File: src/rtl/mips_pkg.sv
// -----------------------------------------------------------------------------
// mips_pkg
// Shared MIPS pipeline definitions used by the forwarding/hazard controller.
//   - opcode constants for the loads and the store word instruction
//   - is_load(): true for any opcode whose result only becomes forwardable late
//   - wtag_t: one in-flight register-writer tag {valid, rd, ld}
// -----------------------------------------------------------------------------
package mips_pkg;

  localparam logic [5:0] OP_LB  = 6'h20;
  localparam logic [5:0] OP_LH  = 6'h21;
  localparam logic [5:0] OP_LW  = 6'h23;
  localparam logic [5:0] OP_LBU = 6'h24;
  localparam logic [5:0] OP_LHU = 6'h25;
  localparam logic [5:0] OP_SW  = 6'h2B;

  typedef struct packed {
    logic       valid;
    logic [4:0] rd;
    logic       ld;
  } wtag_t;

  function automatic logic is_load(input logic [5:0] op);
    return (op == OP_LB) || (op == OP_LH) || (op == OP_LW) ||
           (op == OP_LBU) || (op == OP_LHU);
  endfunction

endpackage

File: src/rtl/pipe_forward_ctrl_if.sv
// -----------------------------------------------------------------------------
// pipe_forward_ctrl_if
// Bundles the issue-slot inputs and the forwarding/stall outputs of
// pipe_forward_ctrl.
//   master : the pipeline side (drives issue_*, src_*, flush; reads results)
//   slave  : the controller side
//
// Handshake: issue_valid qualifies issue_op/we/rd and src_reg/src_used in the
// same cycle. stall acts as an inverted ready: a slot presented while stall is
// high is not accepted at the next edge and must be held unchanged by the
// master until a cycle with stall low. flush is unconditional and has priority.
// -----------------------------------------------------------------------------
interface pipe_forward_ctrl_if #(
  parameter int NUM_SRC = 2,
  parameter int SEL_W   = 2
);
  logic                     issue_valid;
  logic [5:0]               issue_op;
  logic                     issue_we;
  logic [4:0]               issue_rd;
  logic [NUM_SRC*5-1:0]     src_reg;
  logic [NUM_SRC-1:0]       src_used;
  logic                     flush;
  logic [NUM_SRC*SEL_W-1:0] fwd_sel;
  logic                     stall;
  logic [15:0]              stall_count;

  modport master (
    output issue_valid, issue_op, issue_we, issue_rd, src_reg, src_used, flush,
    input  fwd_sel, stall, stall_count
  );

  modport slave (
    input  issue_valid, issue_op, issue_we, issue_rd, src_reg, src_used, flush,
    output fwd_sel, stall, stall_count
  );
endinterface

File: src/rtl/fwd_match.sv
// -----------------------------------------------------------------------------
// fwd_match
// Combinational priority match of one source register against all tracked
// writer stages. The youngest matching stage wins.
//   tags     : writer tags, index 0 = youngest (EX/MEM)
//   src_reg  : source register number
//   src_used : source is actually read
//   is_sw    : entering instruction is a store word
//   sel      : 0 = register file, k = forward from stage k-1
//   hazard   : matched writer is a load whose data is not yet available
// -----------------------------------------------------------------------------
module fwd_match
  import mips_pkg::*;
#(
  parameter int DEPTH         = 3,
  parameter int LOAD_LAT      = 1,
  parameter int SEL_W         = 2,
  parameter bit IS_STORE_PORT = 1'b0
) (
  input  wtag_t [DEPTH-1:0] tags,
  input  logic [4:0]        src_reg,
  input  logic              src_used,
  input  logic              is_sw,
  output logic [SEL_W-1:0]  sel,
  output logic              hazard
);

  logic found;
  int   lim;

  always_comb begin
    sel    = '0;
    hazard = 1'b0;
    found  = 1'b0;
    // Store data is consumed in MEM, one stage later than ALU operands, so a
    // load one stage older is already forwardable for that operand.
    lim    = (IS_STORE_PORT && is_sw) ? (LOAD_LAT - 1) : LOAD_LAT;
    for (int k = 0; k < DEPTH; k++) begin
      if (!found && tags[k].valid && (tags[k].rd == src_reg)) begin
        found  = 1'b1;
        sel    = SEL_W'(k + 1);
        hazard = tags[k].ld && (k < lim);
      end
    end
    // $0 is hard-wired and unused operands never forward or stall.
    if (!src_used || (src_reg == 5'd0)) begin
      sel    = '0;
      hazard = 1'b0;
    end
  end

endmodule

File: src/rtl/pipe_forward_ctrl.sv
// -----------------------------------------------------------------------------
// pipe_forward_ctrl
// Forwarding and load-use hazard controller beside the ID/EX boundary.
// Tracks in-flight register writers in a DEPTH-stage tag pipeline, drives a
// forward select per source operand, stalls on load-use hazards and counts
// stall cycles (saturating at 16'hFFFF).
//   clock   : pipeline clock, rising edge
//   reset_n : asynchronous active-low reset
//   bus     : slave side of pipe_forward_ctrl_if (issue slot in, selects out)
// LOAD_LAT must satisfy 1 <= LOAD_LAT < DEPTH.
// -----------------------------------------------------------------------------
module pipe_forward_ctrl
  import mips_pkg::*;
#(
  parameter int NUM_SRC    = 2,
  parameter int DEPTH      = 3,
  parameter int LOAD_LAT   = 1,
  parameter int STORE_PORT = 1,
  parameter int SEL_W      = $clog2(DEPTH + 1)
) (
  input  logic                  clock,
  input  logic                  reset_n,
  pipe_forward_ctrl_if.slave    bus
);

  wtag_t [DEPTH-1:0]        tags_q, tags_d;
  logic  [15:0]             stall_count_q, stall_count_d;
  logic  [NUM_SRC-1:0]      hazard;
  logic  [SEL_W-1:0]        sel_w [NUM_SRC];
  logic  [NUM_SRC*SEL_W-1:0] fwd_sel_w;
  logic                     is_sw;
  logic                     stall;

  assign is_sw = (bus.issue_op == OP_SW);

  for (genvar g = 0; g < NUM_SRC; g++) begin : g_match
    fwd_match #(
      .DEPTH         (DEPTH),
      .LOAD_LAT      (LOAD_LAT),
      .SEL_W         (SEL_W),
      .IS_STORE_PORT (g == STORE_PORT)
    ) u_match (
      .tags     (tags_q),
      .src_reg  (bus.src_reg[5*g +: 5]),
      .src_used (bus.src_used[g]),
      .is_sw    (is_sw),
      .sel      (sel_w[g]),
      .hazard   (hazard[g])
    );
  end

  always_comb begin
    fwd_sel_w = '0;
    for (int i = 0; i < NUM_SRC; i++) begin
      fwd_sel_w[i*SEL_W +: SEL_W] = sel_w[i];
    end
  end

  // Flush squashes the instruction in EX, so it must not stall either.
  assign stall = bus.issue_valid & (|hazard) & ~bus.flush;

  assign bus.fwd_sel     = fwd_sel_w;
  assign bus.stall       = stall;
  assign bus.stall_count = stall_count_q;

  always_comb begin
    tags_d        = tags_q;
    stall_count_d = stall_count_q;
    if (bus.flush) begin
      for (int s = 0; s < DEPTH; s++) begin
        tags_d[s].valid = 1'b0;
      end
    end else begin
      for (int s = DEPTH - 1; s > 0; s--) begin
        tags_d[s] = tags_q[s-1];
      end
      // A stalled slot is not accepted: a bubble enters stage 0 instead.
      tags_d[0].valid = bus.issue_valid & bus.issue_we &
                        (bus.issue_rd != 5'd0) & ~stall;
      tags_d[0].rd    = bus.issue_rd;
      tags_d[0].ld    = is_load(bus.issue_op);
    end
    if (stall && (stall_count_q != 16'hFFFF)) begin
      stall_count_d = stall_count_q + 16'd1;
    end
  end

  always_ff @(posedge clock or negedge reset_n) begin
    if (!reset_n) begin
      tags_q        <= '0;
      stall_count_q <= 16'd0;
    end else begin
      tags_q        <= tags_d;
      stall_count_q <= stall_count_d;
    end
  end

endmodule

File: src/flat_wrapper.sv
// flat-port wrapper written by rule: the top's interface ports become plain ports
module pipe_forward_ctrl_flat import mips_pkg::*;
#(
  parameter int NUM_SRC    = 2,
  parameter int DEPTH      = 3,
  parameter int LOAD_LAT   = 1,
  parameter int STORE_PORT = 1,
  parameter int SEL_W      = $clog2(DEPTH + 1)
)
  (clock, reset_n, bus_issue_valid, bus_issue_op, bus_issue_we, bus_issue_rd, bus_src_reg, bus_src_used, bus_flush, bus_fwd_sel, bus_stall, bus_stall_count);
  pipe_forward_ctrl_if #(.NUM_SRC(NUM_SRC), .SEL_W(SEL_W)) bus_i ();
  input  logic clock;
  input  logic reset_n;
  input wire logic [$bits(bus_i.issue_valid)-1:0] bus_issue_valid;
  input wire logic [$bits(bus_i.issue_op)-1:0] bus_issue_op;
  input wire logic [$bits(bus_i.issue_we)-1:0] bus_issue_we;
  input wire logic [$bits(bus_i.issue_rd)-1:0] bus_issue_rd;
  input wire logic [$bits(bus_i.src_reg)-1:0] bus_src_reg;
  input wire logic [$bits(bus_i.src_used)-1:0] bus_src_used;
  input wire logic [$bits(bus_i.flush)-1:0] bus_flush;
  output wire logic [$bits(bus_i.fwd_sel)-1:0] bus_fwd_sel;
  output wire logic [$bits(bus_i.stall)-1:0] bus_stall;
  output wire logic [$bits(bus_i.stall_count)-1:0] bus_stall_count;
  assign bus_i.issue_valid = bus_issue_valid;
  assign bus_i.issue_op = bus_issue_op;
  assign bus_i.issue_we = bus_issue_we;
  assign bus_i.issue_rd = bus_issue_rd;
  assign bus_i.src_reg = bus_src_reg;
  assign bus_i.src_used = bus_src_used;
  assign bus_i.flush = bus_flush;
  assign bus_fwd_sel = bus_i.fwd_sel;
  assign bus_stall = bus_i.stall;
  assign bus_stall_count = bus_i.stall_count;
  pipe_forward_ctrl #(.NUM_SRC(NUM_SRC), .DEPTH(DEPTH), .LOAD_LAT(LOAD_LAT), .STORE_PORT(STORE_PORT), .SEL_W(SEL_W)) u_core (.clock(clock), .reset_n(reset_n), .bus(bus_i));
endmodule
File: config.mk
export PLATFORM = sky130hd
export DESIGN_NAME = pipe_forward_ctrl_flat
export DESIGN_NICKNAME = d
export VERILOG_FILES = /design/src/rtl/mips_pkg.sv /design/src/rtl/pipe_forward_ctrl_if.sv /design/src/rtl/fwd_match.sv /design/src/rtl/pipe_forward_ctrl.sv /design/src/flat_wrapper.sv
export SDC_FILE = /design/constraint.sdc
export NUM_CORES = 1
export LEC_CHECK = 0
export ABC_AREA = 1
export CORE_MARGIN = 3
export CORE_UTILIZATION = 30
export DETAILED_ROUTE_END_ITERATION = 8
export SETUP_SLACK_MARGIN = 0.2
export SYNTH_ARGS = -nofsm -noshare
export SYNTH_HDL_FRONTEND = slang
export SYNTH_HIERARCHICAL = 1
export SYNTH_SLANG_ARGS = --single-unit
File: constraint.sdc
create_clock -name clock -period 1.5 [get_ports clock]
set_input_delay 0.15 -clock clock [delete_from_list [all_inputs] [get_ports clock]]
set_output_delay 0.15 -clock clock [all_outputs]
set_load 0.05 [all_outputs]
==> metrics <==
status finished with violations; failing checks setup timing; syn nets around 400; endpoints failing setup 21; hpwl dp 5180 µm; met2 wire length 3320 µm; NumNets Final 496; worst path arrival time 1.65 ns; met3 wire length 369 µm; Remaining DRCs 0; cells after synthesis 370; share of cells above drive strength 1 0.246; Die Height 95.1 µm; initial core utilization 0.318; crit path cell chain xor2_1, nor2_1, nand3_1, nor3_2, nor2_2, nor2_4, buf_6, buf_12; die area around 0.0090 mm²; largest net degree at the start of global routing 36; MaxCap Viol Count 0; Final Wtd Congestion 0.881; # H-tree levels 2; Crit path largest cell delay ~0.42 ns; Synth Area per Inst ~6.4 µm²; Clk Latency, worst-skew pair between 0.2 and 0.3 ns; reg2reg end u_core/bus.stall_count[7]$_DFFE_PN0P_; Post-Synthesis Cell Area 0.00238 mm²; GR Overflow Total 0; Clock Skew 0.00315 ns; DR vias/cell around 4.5; Finished Layout Cells approximately 570; area grow syn2layout 57.2%; WHS 0.232 ns; vias after detailed routing 2538; slowest CP cell dfrtp_1; YS warnings 6; FP Rows 31; worst reg-to-reg path cell count 11; ANT nets after route 0; Max VDD drop 0.000315 V; P_leak 0.00179 µW; Inst Count DP 554; 1st-pass router iterations 4; wire length of the first global-routing pass between 10000 and 15000 µm; vias in the first global route 2610; R2R setup slack -0.22 ns; First DRT Iteration DRCs 150; CTS tree done; I/O pins 49; hold crit path type in2async; worst path buffer plus inverter count 2; Slew Viols, Final 0; Fin. Hold Viols 0; reg2reg start u_core/tags_q[5]$_DFFE_PN0N_; crit start category flop; GRT Overall Usage 0.161; post-route setup slack -0.298 ns; Tmin final 1.80 ns; Core Footprint 0.00749 mm²; maximum clock rate 556 MHz; fillcell total around 740; CP required 1.35 ns; Crit path max-delay family simple AND/OR/NAND/NOR gates; antenna violations before repair 0; ant diodes 0; Crit Path Category reg2out; Max clock buf depth 2; slew margin rel. 0.840; Num CTS Buffers 5; crit path max fanout 3; fin crit share 1.20; kind of end point of the critical path primary output; die span in x between 90 and 100 µm; Clk Tree Root Cell clkbuf_8; Wirelength per Cell 11.7 µm; final WL between 6000 and 7000 µm; DRT met1 WL around 2900 µm; I/O Buffers between 40 and 50; Highest Signal Layer met4; CTS clk-pin slew, worst paths about 0.07 ns; RSZ-0062 raised after global routing yes; Worst-Margin Slew 0.240 ns; Power Density 629 mW/mm²; Sink Count 35
-- what timing repair did --
action / 4_1_cts / 5_1_grt
gates resized for setup: 27 / 11
pin swaps: 19 / 12
setup endpoints to repair: 22 / 22
hold buffers: 0 / 0
buffers inserted: 2 / 3
-- registers in the layout (all words and copies together), names as in the netlist --
signal,flops
u_core/bus.stall_count,16
u_core/tags_q,19
-- layout by cell type (no fill, tap or decap), types with 2 or more instances in the layout --
cell type / count
nor2_4: 4
dlygate4sd2_1: 10
inv_2: 11
xnor2_1: 6
buf_4: 42
nand4_1: 9
nand3_1: 10
xor2_1: 4
o21ai_0: 16
clkbuf_8: 6
nor2_1: 35
inv_1: 45
nand2_1: 148
nand2_2: 3
nor3_1: 3
dfrtp_1: 33
a21oi_4: 3
nor2_2: 6
dfrtp_2: 2
buf_6: 4
clkdlybuf4s50_1: 17
nand3_2: 5
o21ai_1: 10
buf_12: 21
a21oi_1: 2
-- through the flow --
step,setup TNS [ns],util,setup slack [ns],power [µW],instance area [µm²]
after floorplan,-5.25,-,-0.389,1250,2410
after global placement,-10.70,0.467,-0.551,1470,3500
after detailed placement,-10.98,0.467,-0.589,1480,3500
after CTS,-5.17,0.491,-0.325,2370,3680
after global routing,-6.63,0.500,-0.390,2510,3750
final,-4.47,0.500,-0.298,2360,3750
-- report_power, final --
part	internal, µW	switching [µW]	leakage [µW]
logic	199	221	0.00126
clock network	538	343	0.0000612
registers	992	62.8	0.000463
-- area by class of cell --
cell class / count / area, µm² / share of cell area
flip-flops and latches: 35 / 878 / 0.234
inverters: 56 / 210 / 0.0561
multi-input cells: 275 / 1380 / 0.368
well taps: 99 / 124 / 0.0331
clock inverters: 2 / 35.0 / 0.00935
repair buffers: 94 / 1040 / 0.277
clock buffers: 6 / 82.6 / 0.0220
-- worst max-delay path by stage --
| stage | startpoint | end | slack (ns) | cells after the start |
|---|---|---|---|---|
| 2_1_floorplan | u_core/tags_q[3]$_DFFE_PN0N_ | u_core/bus.stall_count[9]$_DFFE_PN0P_ | -0.39 | 9 |
| 3_3_place_gp | bus_src_reg[8] | u_core/bus.stall_count[11]$_DFFE_PN0P_ | -0.55 | 12 |
| 3_5_place_dp | bus_src_reg[3] | u_core/bus.stall_count[6]$_DFFE_PN0P_ | -0.59 | 13 |
| 4_1_cts | u_core/tags_q[19]$_DFFE_PN0N_ | bus_fwd_sel[1] | -0.33 | 8 |
| 5_1_grt | u_core/tags_q[4]$_DFFE_PN0N_ | bus_stall | -0.39 | 9 |
| 6_report | u_core/tags_q[5]$_DFFE_PN0N_ | bus_stall | -0.30 | 8 |
-- metal layers --
metal / up-vias / track usage
met4: 0 / 0.0601
li1: 1328 / -
met3: 12 / 0.0395
met5: - / 0
met2: 59 / 0.282
met1: 1139 / 0.191
No activity file was read; power rests on OpenSTA's default activity.
